File: config.mk
export PLATFORM = sky130hd
export DESIGN_NAME = scalar_writeback_unit
export DESIGN_NICKNAME = d
export VERILOG_FILES = /design/src/rtl/scalar_pkg.sv /design/src/rtl/wb_fifo.sv /design/src/rtl/scalar_writeback_unit.sv
export SDC_FILE = /design/constraint.sdc
export NUM_CORES = 1
export LEC_CHECK = 0
export CAP_MARGIN = 20
export CORE_ASPECT_RATIO = 0.8
export CORE_MARGIN = 5
export CORE_UTILIZATION = 30
export CTS_BUF_LIST = sky130_fd_sc_hd__clkbuf_4 sky130_fd_sc_hd__clkbuf_8
export DETAILED_ROUTE_END_ITERATION = 12
export PLACE_DENSITY = 0.58
export SLEW_MARGIN = 20
export SYNTH_ARGS = -nofsm -noshare
export SYNTH_HDL_FRONTEND = slang
export SYNTH_HIERARCHICAL = 1
export SYNTH_SLANG_ARGS = --single-unit
File: constraint.sdc
create_clock -name clk -period 3.73 [get_ports clk]
set_input_delay 0.746 -clock clk [delete_from_list [all_inputs] [get_ports clk]]
set_output_delay 0.746 -clock clk [all_outputs]
set_load 0.03 [all_outputs]
File: src/rtl/scalar_pkg.sv
// scalar_pkg: shared widths, writeback entry and round-robin source types
package scalar_pkg;
  localparam int DATA_W = 8;
  localparam int ADDR_W = 3;
  typedef struct packed {
    logic [ADDR_W-1:0] dir;
    logic [DATA_W-1:0] data;
  } wb_entry_t;
  typedef enum logic {SRC_MEM, SRC_ALU} src_t;
endpackage

File: src/rtl/wb_fifo.sv
// wb_fifo: synchronous DEPTH-entry FIFO with occupancy count
module wb_fifo #(
  parameter int W = 11,
  parameter int DEPTH = 4
) (
  input  logic                     clk,
  input  logic                     rst_n,
  input  logic                     push,
  input  logic                     pop,
  input  logic [W-1:0]             din,
  output logic [W-1:0]             dout,
  output logic                     full,
  output logic                     empty,
  output logic [$clog2(DEPTH):0]   count
);
  localparam int AW = $clog2(DEPTH);
  logic [W-1:0] mem [DEPTH];
  logic [AW-1:0] wp, rp;
  assign dout = mem[rp];
  assign full = count == (AW+1)'(DEPTH);
  assign empty = count == '0;
  always_ff @(posedge clk)
    if (push) mem[wp] <= din;
  always_ff @(posedge clk or negedge rst_n)
    if (!rst_n) begin
      wp <= '0;
      rp <= '0;
      count <= '0;
    end else begin
      if (push) wp <= wp + 1'b1;
      if (pop) rp <= rp + 1'b1;
      count <= count + {{AW{1'b0}}, push} - {{AW{1'b0}}, pop};
    end
endmodule

File: src/rtl/scalar_writeback_unit.sv
// scalar_writeback_unit: arbitrates ALU/load results into a FIFO feeding the
// scalar register bank write port, with a per-register pending scoreboard.
module scalar_writeback_unit
  import scalar_pkg::*;
#(
  parameter int DATA_W = scalar_pkg::DATA_W,
  parameter int ADDR_W = scalar_pkg::ADDR_W,
  parameter int DEPTH = 4
) (
  input  logic                     clk,
  input  logic                     rst_n,
  input  logic                     alu_valid,
  input  logic [ADDR_W-1:0]        alu_dir,
  input  logic [DATA_W-1:0]        alu_data,
  output logic                     alu_ready,
  input  logic                     mem_valid,
  input  logic [ADDR_W-1:0]        mem_dir,
  input  logic [DATA_W-1:0]        mem_data,
  output logic                     mem_ready,
  input  logic                     claim_valid,
  input  logic [ADDR_W-1:0]        claim_dir,
  input  logic                     esc_hold,
  output logic [ADDR_W-1:0]        dir_esc,
  output logic [DATA_W-1:0]        data,
  output logic                     signal_esc,
  output logic [2**ADDR_W-1:0]     pending,
  output logic [$clog2(DEPTH):0]   count,
  output logic                     err_unclaimed
);
  localparam int NR = 2**ADDR_W;
  src_t rr;
  logic full, empty, push, pop;
  wb_entry_t din, head;
  logic [NR-1:0] set_m, clr_m;
  assign alu_ready = !full && alu_valid && (!mem_valid || rr == SRC_ALU);
  assign mem_ready = !full && mem_valid && (!alu_valid || rr == SRC_MEM);
  assign push = alu_ready || mem_ready;
  assign pop = !empty && !esc_hold;
  assign din = alu_ready ? '{dir: alu_dir, data: alu_data} : '{dir: mem_dir, data: mem_data};
  // clear is applied before set so a same-cycle reclaim stays pending
  assign set_m = claim_valid ? NR'(1) << claim_dir : '0;
  assign clr_m = pop ? NR'(1) << head.dir : '0;
  wb_fifo #(.W($bits(wb_entry_t)), .DEPTH(DEPTH)) u_fifo (
    .clk(clk),
    .rst_n(rst_n),
    .push(push),
    .pop(pop),
    .din(din),
    .dout(head),
    .full(full),
    .empty(empty),
    .count(count)
  );
  always_ff @(posedge clk or negedge rst_n)
    if (!rst_n) begin
      rr <= SRC_MEM;
      dir_esc <= '0;
      data <= '0;
      signal_esc <= 1'b0;
      pending <= '0;
      err_unclaimed <= 1'b0;
    end else begin
      if (push && alu_valid && mem_valid) rr <= (rr == SRC_MEM) ? SRC_ALU : SRC_MEM;
      if (pop) begin
        dir_esc <= head.dir;
        data <= head.data;
      end
      signal_esc <= pop;
      pending <= (pending & ~clr_m) | set_m;
      if (pop && !pending[head.dir]) err_unclaimed <= 1'b1;
    end
endmodule

==> results of run 1 <==
[logic make-up after synthesis]
kind of cell / synth area share [%]
fa+ha+maj: 3.10
flops: 66.6
compound gates: 3.91
xor+xnor: 1.71
simple gates: 4.20
mux: 18.2
buf+inv: 2.28
[layer usage]
metal  global-route usage, %  wire (um)
met5                       0          0
met4                    2.81         68
met3                    3.70        235
met1                    13.6       2790
met2                    16.9       2910
[synthesized netlist by cell type, drive strengths merged]
cell type	n	area, um^2
edfxtp	44	1320
dfrtp	29	726
mux2	21	236
o21ai	15	75.1
mux4	12	282
inv	8	30.0
nand2	7	26.3
ha	6	75.1
buf	5	40.0
and2	4	25.0
mux2i	4	40.0
nand2b	4	25.0
o31ai	4	30.0
xnor2	4	35.0
nor2	3	11.3
xor2	2	17.5
a211oi	1	7.51
a21o	1	7.51
fa	1	20.0
nor2b	1	6.26
nor3	1	5.00
nor3b	1	7.51
or2b	1	7.51
or3	1	6.26
or3b	1	8.76
[registers in the layout, indices dropped and copies added (netlist names)]
name           flops
u_fifo/mem        44
data               8
pending            8
dir_esc            3
u_fifo/count       3
u_fifo/rp          2
u_fifo/wp          2
err_unclaimed      1
rr                 1
signal_esc         1
[worst paths after layout]
check	start	to	slack, ns
max in group asynchronous	rst_n	rr	2.63
min reg2reg	err_unclaimed	err_unclaimed	0.46
min	err_unclaimed	err_unclaimed	0.46
max	alu_valid	alu_ready	0.68
max reg2reg	u_fifo/count[2]	u_fifo/count[2]	1.43
min in group asynchronous	rst_n	data[1]	0.81
[power breakdown]
group | switching, mW | leakage [nW] | internal (mW)
sequential | 0.138 | 0.743 | 1.21
combinational | 0.790 | 0.635 | 0.675
clock | 0.283 | 0.0891 | 0.239
[worst max-delay path, delay by kind of cell]
family / cells / cell delay [ns]
AO/OA/AOI/OAI: 1 / 0.15
buffers and inverters: 3 / 1.25
AND/OR/NAND/NOR: 1 / 0.17
[final cells by class]
type / count / area [um^2] / share of cell area (%)
clock buffers: 9 / 124 / 3.12
inverters: 8 / 30.0 / 0.756
clock inverters: 7 / 45.0 / 1.13
repair buffers: 61 / 598 / 15.1
multi-input cells: 95 / 955 / 24.0
flip-flops and latches: 73 / 2050 / 51.5
well taps: 140 / 175 / 4.41
[metrics by stage]
stage | setup slack (ns) | utilization (%) | power [mW] | std cells
after floorplan | 1.36 | - | 2.33 | 181
after global placement | 0.644 | 37.6 | 2.83 | 377
after detailed placement | 0.637 | 37.6 | 2.87 | 377
after CTS | 0.633 | 39.3 | 3.41 | 393
after global routing | 0.574 | 39.3 | 3.56 | 393
final | 0.677 | 39.3 | 3.34 | 393
==> impl_metrics.env, run 1 <==
export IMPL_layout_commonest_cell="clkdlybuf4s50_1"
export IMPL_post_route_drc_count=0
export IMPL_yosysSeqAreaShare_pct=66.6
export IMPL_relSlewSlack_pct=58.8
export IMPL_fillCellCount=987
export IMPL_wl_per_cell_um=15.3
export IMPL_placed_area_um2=3800
export IMPL_holdWs_ns=0.457
export IMPL_hold_path_depth=1
export IMPL_period_share_pct=81.9
export IMPL_synth_cell_types=28
export IMPL_cts_tree="yes"
export IMPL_ctsHoldBuffers=0
export IMPL_skew_ns=0.00870
export IMPL_hpwl_um=4240
export IMPL_die_h_um=101
export IMPL_drtAntennaViolNets=0
export IMPL_setup_viol=0
export IMPL_rsz0062_at_grt="no"
export IMPL_fin_nets=286
export IMPL_drt_vias_per_instance=4.37
export IMPL_drt_total_wl_um=6010
export IMPL_crit_required_ns=2.98
export IMPL_synth_warnings=6
export IMPL_diodes=0
export IMPL_vias=1717
export IMPL_r2r_cells=9
export IMPL_hp_class="reg2reg"
export IMPL_clk_pin_slew_worst_paths_ns=0.08
export IMPL_first_pass_iters=4
export IMPL_gp_congestion=0.744
export IMPL_crit_type="in2out"
export IMPL_cts_sink_count=73
export IMPL_design_area_um2=3970
export IMPL_slowest_delay_ns=0.67
export IMPL_syn_to_final_growth_pct=29.4
export IMPL_drive_gt1_share_pct=20.6
export IMPL_leakagePower_nw=1.47
export IMPL_powerDensity_nw_per_um2=840
export IMPL_dieArea_um2=12400
export IMPL_final_hold_viol_count=0
export IMPL_vdd_drop_max_mv=0.197
export IMPL_grt_max_degree=30
export IMPL_grt_pass1_wl_um=9740
export IMPL_tightest_slew_ns=0.617
export IMPL_cts_resized=0
export IMPL_port_buffers=56
export IMPL_status="complete, no violations"
export IMPL_final_cell_mix="clkdlybuf4s50_1, edfxtp_1, dfrtp_1"
export IMPL_cp_end_kind="output pin"
export IMPL_postCtsSetupRepairBufs=0
export IMPL_cp_start_kind="input pin"
export IMPL_synth_net_count=219
export IMPL_antenna_found_initial=0
export IMPL_crit_path_cell_trace="clkdlybuf4s50_1, nor2b_1, o21ai_1, inv_1, clkdlybuf4s50_1"
export IMPL_drtIter0Drc=71
export IMPL_cp_max_fo=3
export IMPL_ys_ff_latch=73
export IMPL_grt_overflow=0
export IMPL_io_pins=57
export IMPL_syn_area_um2=3070
export IMPL_core_um2=10100
export IMPL_cts_root_buffer="clkbuf_8"
export IMPL_synth_area_per_cell_um2=17.0
export IMPL_grt_use_total_pct=10.5
export IMPL_htreeDepth=3
export IMPL_fmax_mhz=328
export IMPL_min_period_ns=3.05
export IMPL_fin_tns_setup_ns=0
export IMPL_rows=33
export IMPL_initial_core_util_pct=30.4
export IMPL_insertion_delay_ns=0.33
export IMPL_grt_pass1_vias=1848
export IMPL_critPathSlowestCell="clkdlybuf4s50_1"
export IMPL_cp_arrival_ns=2.31
export IMPL_cts_max_path_buffers=2
export IMPL_postSynthCellCount=181
export IMPL_drv_slew=0
export IMPL_cts_made_buffers=9
export IMPL_crit_top_cell="clkdlybuf4s50_1"
export IMPL_die_w_um=123
export IMPL_maxCapViolations=0
(Power assumes the default switching activity.)
==> run 2: changes to the inputs <==
--- a/config.mk
+++ b/config.mk
@@ -11,7 +11,7 @@
 export CORE_UTILIZATION = 30
 export CTS_BUF_LIST = sky130_fd_sc_hd__clkbuf_4 sky130_fd_sc_hd__clkbuf_8
 export DETAILED_ROUTE_END_ITERATION = 12
-export PLACE_DENSITY = 0.58
+export PLACE_DENSITY = 0.6
 export SLEW_MARGIN = 20
 export SYNTH_ARGS = -nofsm -noshare
 export SYNTH_HDL_FRONTEND = slang
==> constraint.sdc (replaced) <==
create_clock -name clk -period 2.5 [get_ports clk]
set_input_delay 0.5 -clock clk [delete_from_list [all_inputs] [get_ports clk]]
set_output_delay 0.5 -clock clk [all_outputs]
set_load 0.03 [all_outputs]
==> impl_metrics.env, run 2 (synthesized netlist as in run 1, its figures left out) <==
export IMPL_crit_type="reg2out"
export IMPL_period_share_pct=92.1
export IMPL_clk_pin_slew_worst_paths_ns=0.08
export IMPL_p_int_mw=3.42
export IMPL_fin_ws_ns=0.197
export IMPL_hp_class="reg2reg"
export IMPL_cts_resized=0
export IMPL_maxCapViolations=0
export IMPL_drtIter0Drc=88
export IMPL_cts_max_path_buffers=2
export IMPL_skew_ns=0.0105
export IMPL_power_frac_comb_pct=42.2
export IMPL_holdWs_ns=0.493
export IMPL_antenna_found_initial=0
export IMPL_cp_start_kind="flop"
export IMPL_reg_top3="u_fifo/mem x44, data x8, pending x8"
export IMPL_placed_area_um2=3840
export IMPL_wl_per_cell_um=14.8
export IMPL_dieArea_um2=12400
export IMPL_rsz0062_at_grt="no"
export IMPL_core_um2=10100
export IMPL_grt_use_total_pct=10.0
export IMPL_grt_pass1_wl_um=9340
export IMPL_post_route_drc_count=0
export IMPL_io_pins=57
export IMPL_regMostFlops="u_fifo/mem"
export IMPL_first_pass_iters=4
export IMPL_power_mw=5.24
export IMPL_crit_required_ns=2.00
export IMPL_initial_core_util_pct=30.4
export IMPL_fin_util_pct=40.2
export IMPL_fillCellCount=939
export IMPL_grt_max_degree=30
export IMPL_vdd_drop_max_mv=0.304
export IMPL_drv_slew=0
export IMPL_design_area_um2=4060
export IMPL_fin_nets=292
export IMPL_drt_total_wl_um=5890
export IMPL_status="complete, no violations"
export IMPL_min_period_ns=2.30
export IMPL_power_switching_mw=1.82
export IMPL_powerDensity_nw_per_um2=1290
export IMPL_cts_made_buffers=9
export IMPL_multiInputGateArea_um2=955
export IMPL_port_buffers=56
export IMPL_postCtsSetupRepairBufs=0
export IMPL_final_cell_mix="clkdlybuf4s50_1, edfxtp_1, dfrtp_1"
export IMPL_insertion_delay_ns=0.34
export IMPL_final_hold_viol_count=0
export IMPL_layout_commonest_cell="clkdlybuf4s50_1"
export IMPL_power_share_clock_pct=18.9
export IMPL_switching_share_pct=34.8
export IMPL_fmax_mhz=434
export IMPL_gp_congestion=0.787
export IMPL_cp_arrival_ns=1.80
export IMPL_drive_gt1_share_pct=22.8
export IMPL_setup_viol=0
export IMPL_cts_tree="yes"
export IMPL_cp_end_kind="output pin"
export IMPL_drtAntennaViolNets=0
export IMPL_grt_pass1_vias=1840
export IMPL_syn_to_final_growth_pct=32.3
export IMPL_leakagePower_nw=1.51
export IMPL_grt_overflow=0
export IMPL_largest_reg_flops=44
export IMPL_htreeDepth=3
export IMPL_dp_slack_ns=-0.00355
export IMPL_tightest_slew_ns=0.460
export IMPL_regArea_um2=2050
export IMPL_power_frac_seq_pct=38.9
export IMPL_hpwl_um=4070
export IMPL_fin_tns_setup_ns=0
export IMPL_die_h_um=101
export IMPL_die_w_um=123
export IMPL_cts_root_buffer="clkbuf_8"
export IMPL_diodes=0
export IMPL_placed_cells=383
export IMPL_cp_max_fo=12
export IMPL_ctsHoldBuffers=0
export IMPL_final_cell_count_no_fill=399
export IMPL_relSlewSlack_pct=69.3
export IMPL_cts_sink_count=73
export IMPL_vias=1740
export IMPL_drt_vias_per_instance=4.36
export IMPL_rows=33
run 2: changes by cell type in the layout (fill, tap and decap cells not counted), sizes merged:
cell           change
clkinvlp           +2
clkinv             -3
clkdlybuf4s50      -2
buf                +8
bufinv             +2
inv                -1
run 2: cell type report:
class	count	area share, %
Clock inverter	7	2.34
Multi-Input combinational cell	95	23.5
Sequential cell	73	50.4
Tap cell	140	4.31
Timing Repair Buffer	67	15.7
Inverter	8	0.739
Clock buffer	9	3.05
run 2: metal layers:
metal  routed length [um]  vias to the layer above  track usage, %
li1                     -                      826               -
met1                 2660                      874            12.4
met2                 2920                       35            16.7
met3                  237                        5            2.86
met4                   74                        0            3.83
met5                    0                        -               0
run 2: power by group through the flow:
| stage | clock network (mW) | logic (mW) | registers (mW) |
|---|---|---|---|
| floorplan | 0 | 1.10 | 2.37 |
| global placement | 0 | 2.21 | 2.06 |
| detailed placement | 0 | 2.24 | 2.07 |
| CTS | 1.02 | 2.25 | 2.04 |
| global route | 1.07 | 2.40 | 2.09 |
| finish | 0.991 | 2.21 | 2.04 |
run 2: final timing paths:
kind,startpoint,to,slack (ns),cells past startpoint
setup / recovery,u_fifo/count[1],alu_ready,0.20,6
hold / removal,err_unclaimed,err_unclaimed,0.49,1
setup reg to reg,u_fifo/rp[0],err_unclaimed,0.24,4
hold reg to reg,err_unclaimed,err_unclaimed,0.49,1
max in group asynchronous,rst_n,u_fifo/rp[0],1.66,2
min in group asynchronous,rst_n,pending[3],0.55,2
run 2: critical path, stage by stage (launching register included):
cell and delay [ns]:
dfrtp_1 0.42, nor3b_1 0.38, nor2b_1 0.11, o21ai_1 0.09, buf_4 0.25, inv_1 0.06
buf_4 0.16
==> run 3: changes to the inputs <==
--- a/config.mk
+++ b/config.mk
@@ -5,7 +5,7 @@
 export SDC_FILE = /design/constraint.sdc
 export NUM_CORES = 1
 export LEC_CHECK = 0
-export CAP_MARGIN = 20
+export CAP_MARGIN = 0
 export CORE_ASPECT_RATIO = 0.8
 export CORE_MARGIN = 5
 export CORE_UTILIZATION = 30
==> results of run 3 <==
No change in the layout: final DEF, timing and power equal those of run 2.
